<file path="src/rtl/uart_pkg.sv">
// Shared state encoding, default bit divider and counter-width helper for the UART core.
package uart_pkg;

    localparam int BIT_DIV_DEFAULT = 10417;

    typedef enum logic [2:0] {
        S_IDLE,
        S_START,
        S_DATA,
        S_PARITY,
        S_STOP
    } uart_state_e;

    function automatic int cnt_w(input int n);
        return $clog2(n) + 1;
    endfunction

endpackage

</file>
<file path="src/rtl/uart_bit_timer.sv">
// Down-counting bit-period timer: load a value, count down while enabled, flag expiry at zero.
module uart_bit_timer #(
    parameter int W = 5
) (
    input  logic         clk,
    input  logic         rst,
    input  logic         load_i,
    input  logic [W-1:0] load_val_i,
    input  logic         en_i,
    output logic         expire_o
);

    logic [W-1:0] cnt_q, cnt_d;

    // Holds at zero rather than wrapping; the owning FSM reloads on every state change.
    always_comb begin
        cnt_d = cnt_q;
        if (load_i) begin
            cnt_d = load_val_i;
        end else if (en_i && (cnt_q != '0)) begin
            cnt_d = cnt_q - 1'b1;
        end
    end

    always_ff @(posedge clk) begin
        if (!rst) begin
            cnt_q <= '0;
        end else begin
            cnt_q <= cnt_d;
        end
    end

    assign expire_o = en_i && (cnt_q == '0);

endmodule

</file>
<file path="src/rtl/uart_core.sv">
// Full-duplex UART with valid/ready TX and RX, mid-bit RX sampling, framing and overrun flags.
// Define UART_PARITY_EN to add one parity bit per frame (even, or odd with PARITY_ODD=1).
module uart_core
    import uart_pkg::*;
#(
    parameter int BIT_DIV    = BIT_DIV_DEFAULT,
    parameter int DATA_BITS  = 8,
    parameter int STOP_BITS  = 1,
    parameter int PARITY_ODD = 0
) (
    input  logic                 clk,
    input  logic                 rst,
    input  logic [DATA_BITS-1:0] tx_data,
    input  logic                 tx_valid,
    output logic                 tx_ready,
    output logic                 tx,
    input  logic                 rx,
    output logic [DATA_BITS-1:0] rx_data,
    output logic                 rx_valid,
    input  logic                 rx_ready,
    output logic                 rx_frame_err,
    output logic                 rx_overrun,
    output logic                 rx_parity_err
);

    localparam int CNT_W = cnt_w(BIT_DIV);
    localparam int IDX_W = cnt_w(DATA_BITS);
    localparam logic [CNT_W-1:0] BIT_LOAD  = CNT_W'(BIT_DIV - 1);
    localparam logic [CNT_W-1:0] STOP_LOAD = CNT_W'(BIT_DIV * STOP_BITS - 1);
    localparam logic [CNT_W-1:0] HALF_LOAD = CNT_W'(BIT_DIV / 2);
    localparam logic [IDX_W-1:0] LAST_IDX  = IDX_W'(DATA_BITS - 1);
    localparam logic             PAR_INV   = (PARITY_ODD != 0);
`ifdef UART_PARITY_EN
    localparam logic             PAR_EN    = 1'b1;
`else
    localparam logic             PAR_EN    = 1'b0;
`endif

    uart_state_e          tx_state_q, tx_state_d;
    logic [DATA_BITS-1:0] tx_shift_q, tx_shift_d;
    logic [IDX_W-1:0]     tx_idx_q, tx_idx_d;
    logic                 tx_par_q, tx_par_d;
    logic                 tx_bit_q, tx_bit_d;
    logic                 tx_load, tx_expire;
    logic [CNT_W-1:0]     tx_load_val;

    uart_bit_timer #(.W(CNT_W)) u_tx_timer (
        .clk        (clk),
        .rst        (rst),
        .load_i     (tx_load),
        .load_val_i (tx_load_val),
        .en_i       (tx_state_q != S_IDLE),
        .expire_o   (tx_expire)
    );

    // tx_bit_d is the line level for the state being entered, so tx is registered and glitch-free.
    always_comb begin
        tx_state_d  = tx_state_q;
        tx_shift_d  = tx_shift_q;
        tx_idx_d    = tx_idx_q;
        tx_par_d    = tx_par_q;
        tx_bit_d    = tx_bit_q;
        tx_load     = 1'b0;
        tx_load_val = BIT_LOAD;
        case (tx_state_q)
            S_IDLE: begin
                if (tx_valid) begin
                    tx_state_d = S_START;
                    tx_shift_d = tx_data;
                    tx_par_d   = (^tx_data) ^ PAR_INV;
                    tx_bit_d   = 1'b0;
                    tx_load    = 1'b1;
                end
            end
            S_START: begin
                if (tx_expire) begin
                    tx_state_d = S_DATA;
                    tx_idx_d   = '0;
                    tx_bit_d   = tx_shift_q[0];
                    tx_load    = 1'b1;
                end
            end
            S_DATA: begin
                if (tx_expire) begin
                    tx_load = 1'b1;
                    if (tx_idx_q == LAST_IDX) begin
                        if (PAR_EN) begin
                            tx_state_d = S_PARITY;
                            tx_bit_d   = tx_par_q;
                        end else begin
                            tx_state_d  = S_STOP;
                            tx_bit_d    = 1'b1;
                            tx_load_val = STOP_LOAD;
                        end
                    end else begin
                        tx_idx_d   = tx_idx_q + 1'b1;
                        tx_shift_d = tx_shift_q >> 1;
                        tx_bit_d   = tx_shift_q[1];
                    end
                end
            end
            S_PARITY: begin
                if (tx_expire) begin
                    tx_state_d  = S_STOP;
                    tx_bit_d    = 1'b1;
                    tx_load     = 1'b1;
                    tx_load_val = STOP_LOAD;
                end
            end
            S_STOP: begin
                if (tx_expire) begin
                    tx_state_d = S_IDLE;
                    tx_bit_d   = 1'b1;
                end
            end
            default: begin
                tx_state_d = S_IDLE;
                tx_bit_d   = 1'b1;
            end
        endcase
    end

    always_ff @(posedge clk) begin
        if (!rst) begin
            tx_state_q <= S_IDLE;
            tx_idx_q   <= '0;
            tx_bit_q   <= 1'b1;
        end else begin
            tx_state_q <= tx_state_d;
            tx_idx_q   <= tx_idx_d;
            tx_bit_q   <= tx_bit_d;
        end
        tx_shift_q <= tx_shift_d;
        tx_par_q   <= tx_par_d;
    end

    assign tx_ready = (tx_state_q == S_IDLE);
    assign tx       = tx_bit_q;

    logic                 rx_s1_q, rx_s2_q;
    uart_state_e          rx_state_q, rx_state_d;
    logic [DATA_BITS-1:0] rx_shift_q, rx_shift_d;
    logic [IDX_W-1:0]     rx_idx_q, rx_idx_d;
    logic                 rx_par_q, rx_par_d;
    logic [DATA_BITS-1:0] rx_data_q, rx_data_d;
    logic                 rx_valid_q, rx_valid_d;
    logic                 rx_ferr_q, rx_ferr_d;
    logic                 rx_ovr_q, rx_ovr_d;
    logic                 rx_perr_q, rx_perr_d;
    logic                 rx_load, rx_expire;
    logic [CNT_W-1:0]     rx_load_val;

    uart_bit_timer #(.W(CNT_W)) u_rx_timer (
        .clk        (clk),
        .rst        (rst),
        .load_i     (rx_load),
        .load_val_i (rx_load_val),
        .en_i       (rx_state_q != S_IDLE),
        .expire_o   (rx_expire)
    );

    always_comb begin
        rx_state_d  = rx_state_q;
        rx_shift_d  = rx_shift_q;
        rx_idx_d    = rx_idx_q;
        rx_par_d    = rx_par_q;
        rx_data_d   = rx_data_q;
        rx_valid_d  = rx_valid_q && !rx_ready;
        rx_ferr_d   = 1'b0;
        rx_ovr_d    = 1'b0;
        rx_perr_d   = 1'b0;
        rx_load     = 1'b0;
        rx_load_val = BIT_LOAD;
        case (rx_state_q)
            S_IDLE: begin
                if (!rx_s2_q) begin
                    rx_state_d  = S_START;
                    rx_load     = 1'b1;
                    rx_load_val = HALF_LOAD;
                end
            end
            S_START: begin
                if (rx_expire) begin
                    if (rx_s2_q) begin
                        rx_state_d = S_IDLE;
                    end else begin
                        rx_state_d = S_DATA;
                        rx_idx_d   = '0;
                        rx_load    = 1'b1;
                    end
                end
            end
            S_DATA: begin
                if (rx_expire) begin
                    rx_shift_d = {rx_s2_q, rx_shift_q[DATA_BITS-1:1]};
                    rx_load    = 1'b1;
                    if (rx_idx_q == LAST_IDX) begin
                        rx_state_d = PAR_EN ? S_PARITY : S_STOP;
                    end else begin
                        rx_idx_d = rx_idx_q + 1'b1;
                    end
                end
            end
            S_PARITY: begin
                if (rx_expire) begin
                    rx_par_d   = rx_s2_q;
                    rx_state_d = S_STOP;
                    rx_load    = 1'b1;
                end
            end
            S_STOP: begin
                // Return to IDLE at the mid-stop sample so the next start edge is caught.
                if (rx_expire) begin
                    rx_state_d = S_IDLE;
                    if (!rx_s2_q) begin
                        rx_ferr_d = 1'b1;
                    end else if (PAR_EN && (rx_par_q != ((^rx_shift_q) ^ PAR_INV))) begin
                        rx_perr_d = 1'b1;
                    end else if (rx_valid_q && !rx_ready) begin
                        rx_ovr_d = 1'b1;
                    end else begin
                        rx_data_d  = rx_shift_q;
                        rx_valid_d = 1'b1;
                    end
                end
            end
            default: rx_state_d = S_IDLE;
        endcase
    end

    always_ff @(posedge clk) begin
        if (!rst) begin
            rx_s1_q    <= 1'b1;
            rx_s2_q    <= 1'b1;
            rx_state_q <= S_IDLE;
            rx_idx_q   <= '0;
            rx_data_q  <= '0;
            rx_valid_q <= 1'b0;
            rx_ferr_q  <= 1'b0;
            rx_ovr_q   <= 1'b0;
            rx_perr_q  <= 1'b0;
        end else begin
            rx_s1_q    <= rx;
            rx_s2_q    <= rx_s1_q;
            rx_state_q <= rx_state_d;
            rx_idx_q   <= rx_idx_d;
            rx_data_q  <= rx_data_d;
            rx_valid_q <= rx_valid_d;
            rx_ferr_q  <= rx_ferr_d;
            rx_ovr_q   <= rx_ovr_d;
            rx_perr_q  <= rx_perr_d;
        end
        rx_shift_q <= rx_shift_d;
        rx_par_q   <= rx_par_d;
    end

    assign rx_data       = rx_data_q;
    assign rx_valid      = rx_valid_q;
    assign rx_frame_err  = rx_ferr_q;
    assign rx_overrun    = rx_ovr_q;
    assign rx_parity_err = PAR_EN ? rx_perr_q : 1'b0;

endmodule
</file>
<file path="config.mk">
export PLATFORM = sky130hd
export DESIGN_NAME = uart_core
export DESIGN_NICKNAME = d
export VERILOG_FILES = /design/src/rtl/uart_pkg.sv /design/src/rtl/uart_bit_timer.sv /design/src/rtl/uart_core.sv
export SDC_FILE = /design/constraint.sdc
export NUM_CORES = 1
export LEC_CHECK = 0
export CORE_UTILIZATION = 40
export DETAILED_ROUTE_END_ITERATION = 8
export SLEW_MARGIN = 0
export SYNTH_ARGS = -nofsm -noshare
export SYNTH_HDL_FRONTEND = slang
export SYNTH_SLANG_ARGS = --single-unit
</file>
<file path="constraint.sdc">
create_clock -name clk -period 2.77 [get_ports clk]
set_input_delay 0.277 -clock clk [delete_from_list [all_inputs] [get_ports clk]]
set_output_delay 0.277 -clock clk [all_outputs]
set_load 0.01 [all_outputs]
</file>
==> results.tsv, run 1 <==
metric	value	unit
final_max_slew_viol_count	0	
synthSimpleGateAreaFrac	26.6	%
postCtsHoldBufs	0	
ys_warn_count	0	
worstHoldStart	rx_s1_q$_SDFF_PN1_	
min_to	rx_s2_q$_SDFF_PN1_	
timing.rr.end	tx_idx_q[3]$_SDFFE_PN0P_	
fp.coreArea	8380	sq um
placed_area	3950	sq um
setup.worst_path.start	u_tx_timer.cnt_q[0]$_SDFFE_PP0P_	
first_pass_iters	4	
dp_hpwl	5040	um
final_nets	427	
grt_max_degree	26	
first_global_vias	2541	
synth.avg_cell_area	9.44	sq um
vias	2857	
fin_crit_sh	86.7	%
p_leak	1.46	nW
synth_edf_count	16	
crit_family	simple AND/OR/NAND/NOR gates	
relSlewSlack	55.5	%
path_class	flip-flop to flip-flop	
ys_seq_elements	74	
grt_util_all_layers	17.4	%
io_buffers	25	
die_x	96.1	um
clk_pin_slew	80	ps
start_kind	flip-flop	
hold_slack	412	ps
synth_compound_area_share	12.7	%
required	3000	ps
synthAdderAreaFrac	2.12	%
max_freq	417	MHz
antenna_found_initial	0	
grt_pass1_wl	12300	um
clock_path_buffers	2	
tns	0	ps
ant_nets	0	
top_layer	met4	
cp_num_cells	8	
drc	0	
synthMuxAreaShare	5.13	%
layout_setup_ws	370	ps
die-area	9230	sq um
synth_area_leaders	dfxtp_1 33%, edfxtp_1 14%, nor2_1 4.7%	
whs_path_depth	1	
crit_chain	inv_1 -> ha_1 -> nor4b_1 -> nand4_1 -> buf_4 -> nor3b_1 -> nand3_1 -> o211a_1	
diodes	0	
preCtsSetupSlack	377	ps
met3_wirelength	291	um
first_iter_violations	123	
synthToLayoutAreaGrowth	18.0	%
synth.most_common_cell	dfxtp_1	
synth_commonest_cells	58 x dfxtp_1, 44 x nor2_1, 23 x a21oi_1, 22 x nand2_1	
drive_above_1_share	10.4	%
max_stage_delay	550	ps
drt-wirelength-per-cell	14.0	um
clkLatencyLatePin	340	ps
gp_congestion	0.770	
synth_flop_cell	dfxtp_1	
min-delay-path-class	flip-flop to flip-flop	
rows	33	
async_flop_share	0	%
r2r_cells	8	
period_needed	2400	ps
synth_top_area_share	32.8	%
synth_fp_nets	394	
rr_startpoint	u_tx_timer.cnt_q[0]$_SDFFE_PP0P_	
cts_setup_buffers	0	
cpMaxStageDelayCell	nor3b_1	
p_per_area	852	nW/um^2
wl_met1	3580	um
rsz0062_at_grt	false	
mappedNetlistArea	3540	sq um
finalSetupViolations	0	
h-tree-depth	3	
tightestPinTransition	658	ps
ys_seq_area_share	46.4	%
fp.dieH	96.1	um
yosys.cell_types.count	55	
peakVddDrop	0.456	mV
hold_viol	0	
power	3.56	mW
synth_top_area_cell	dfxtp_1	
via_per_inst	5.52	
fin_skew	13.3	ps
outcome	finished, final reports clean	
worstSetupEndpointType	flip-flop	
cts_sinks	74	
io_pins	27	
drv_cap	0	
grt.overflow.total	0	
cts_resized	0	
critPathBufInv	2	
start_util	42.2	%
drt_wl_total	7260	um
synth_xor_area_share	3.96	%
root_buffer	clkbuf_8	
numCtsBuffers	9	
wl_met2	3320	um
syn_inst	375	
cts_tree	done	
ff2ff_setup_slack	370	ps
cp_max_fo	13	
final_cell_area	4170	sq um
synth_top_family_by_area	simple AND/OR/NAND/NOR gates	
arrival	2630	ps
==> stage by stage <==
stage	std cells	utilization [%]
finish	518	49.8
floorplan	375	-
CTS	518	49.8
global placement	502	47.1
global route	518	49.8
detailed placement	502	47.1
==> layer usage <==
| layer | track usage (%) | up-vias |
|---|---|---|
| met3 | 3.40 | 5 |
| met1 | 23.9 | 1367 |
| met4 | 7.09 | 0 |
| li1 | - | 1426 |
| met2 | 26.7 | 59 |
| met5 | 0 | - |
==> worst max path at each step <==
stage	slack, ps	endpoint
5_1_grt	20	tx_idx_q[1]$_SDFFE_PN0P_
2_1_floorplan	700	tx_shift_q[0]$_DFFE_PP_
4_1_cts	340	tx_idx_q[3]$_SDFFE_PN0P_
6_report	370	tx_idx_q[3]$_SDFFE_PN0P_
3_5_place_dp	380	tx_idx_q[3]$_SDFFE_PN0P_
3_3_place_gp	470	tx_idx_q[3]$_SDFFE_PN0P_
==> worst register-to-register path, cell delays in order (launching register included) <==
cell and delay [ps]:
dfxtp_1 340, inv_1 90, ha_1 130, nor4b_1 430, nand4_1 220, buf_4 230, nor3b_1 550, nand3_1 150
o211a_1 150
==> cell families after synthesis <==
| kind of cell | Yosys count |
|---|---|
| DFF | 74 |
| other | 1 |
| and+or+nand+nor | 164 |
| muxes | 17 |
| adders and majority gates | 6 |
| xor gates and xnor gates | 16 |
| buffers and inverters | 25 |
| AOI/OAI and AO/OA | 72 |
==> layout make-up <==
type | instances | area (sq um)
fillers | 794 | 4210
multi-input cells | 276 | 1790
flip-flops and latches | 74 | 1640
repair buffers | 38 | 348
clock buffers | 12 | 155
well taps | 105 | 131
clock inverters | 4 | 73.8
inverters | 9 | 33.8
==> power by group <==
group | switching [mW] | internal (mW)
registers | 0.166 | 1.24
logic | 0.704 | 0.493
clock network | 0.396 | 0.557
total | 1.27 | 2.29
==> state kept, by name, indices dropped and copies added, names as in the netlist <==
signal            cells
tx_shift_q            8
rx_shift_q            8
u_rx_timer.cnt_q     15
tx_state_q            3
rx_frame_err          1
u_tx_timer.cnt_q     15
rx_state_q            3
rx_s2_q               1
rx_overrun            1
tx                    1
rx_valid              1
rx_data               8
rx_idx_q              4
tx_idx_q              4
rx_s1_q               1
==> cells in the final DEF, fill, tap and decap left out, drive strengths merged, types with 6 or more instances in the layout <==
cell,instances
or3,7
nor2,45
a211oi,7
mux2i,8
nor2b,8
nand2b,9
nor3,14
edfxtp,16
nand3,16
mux2,9
clkdlybuf4s50,25
o21ai,19
xor2,13
ha,6
a21oi,23
nand4,6
nand2,22
buf,13
inv,9
dfxtp,58
clkbuf,12
nor4,9
nand3b,6
No activity file was read; power rests on OpenSTA's default activity.
==> run 2, diff against run 1 <==
--- a/config.mk
+++ b/config.mk
@@ -11,3 +11,4 @@
 export SYNTH_ARGS = -nofsm -noshare
 export SYNTH_HDL_FRONTEND = slang
 export SYNTH_SLANG_ARGS = --single-unit
+export TNS_END_PERCENT = 5
==> results of run 2 <==
Same layout as run 1: the final DEF is identical, and so are final timing and power.
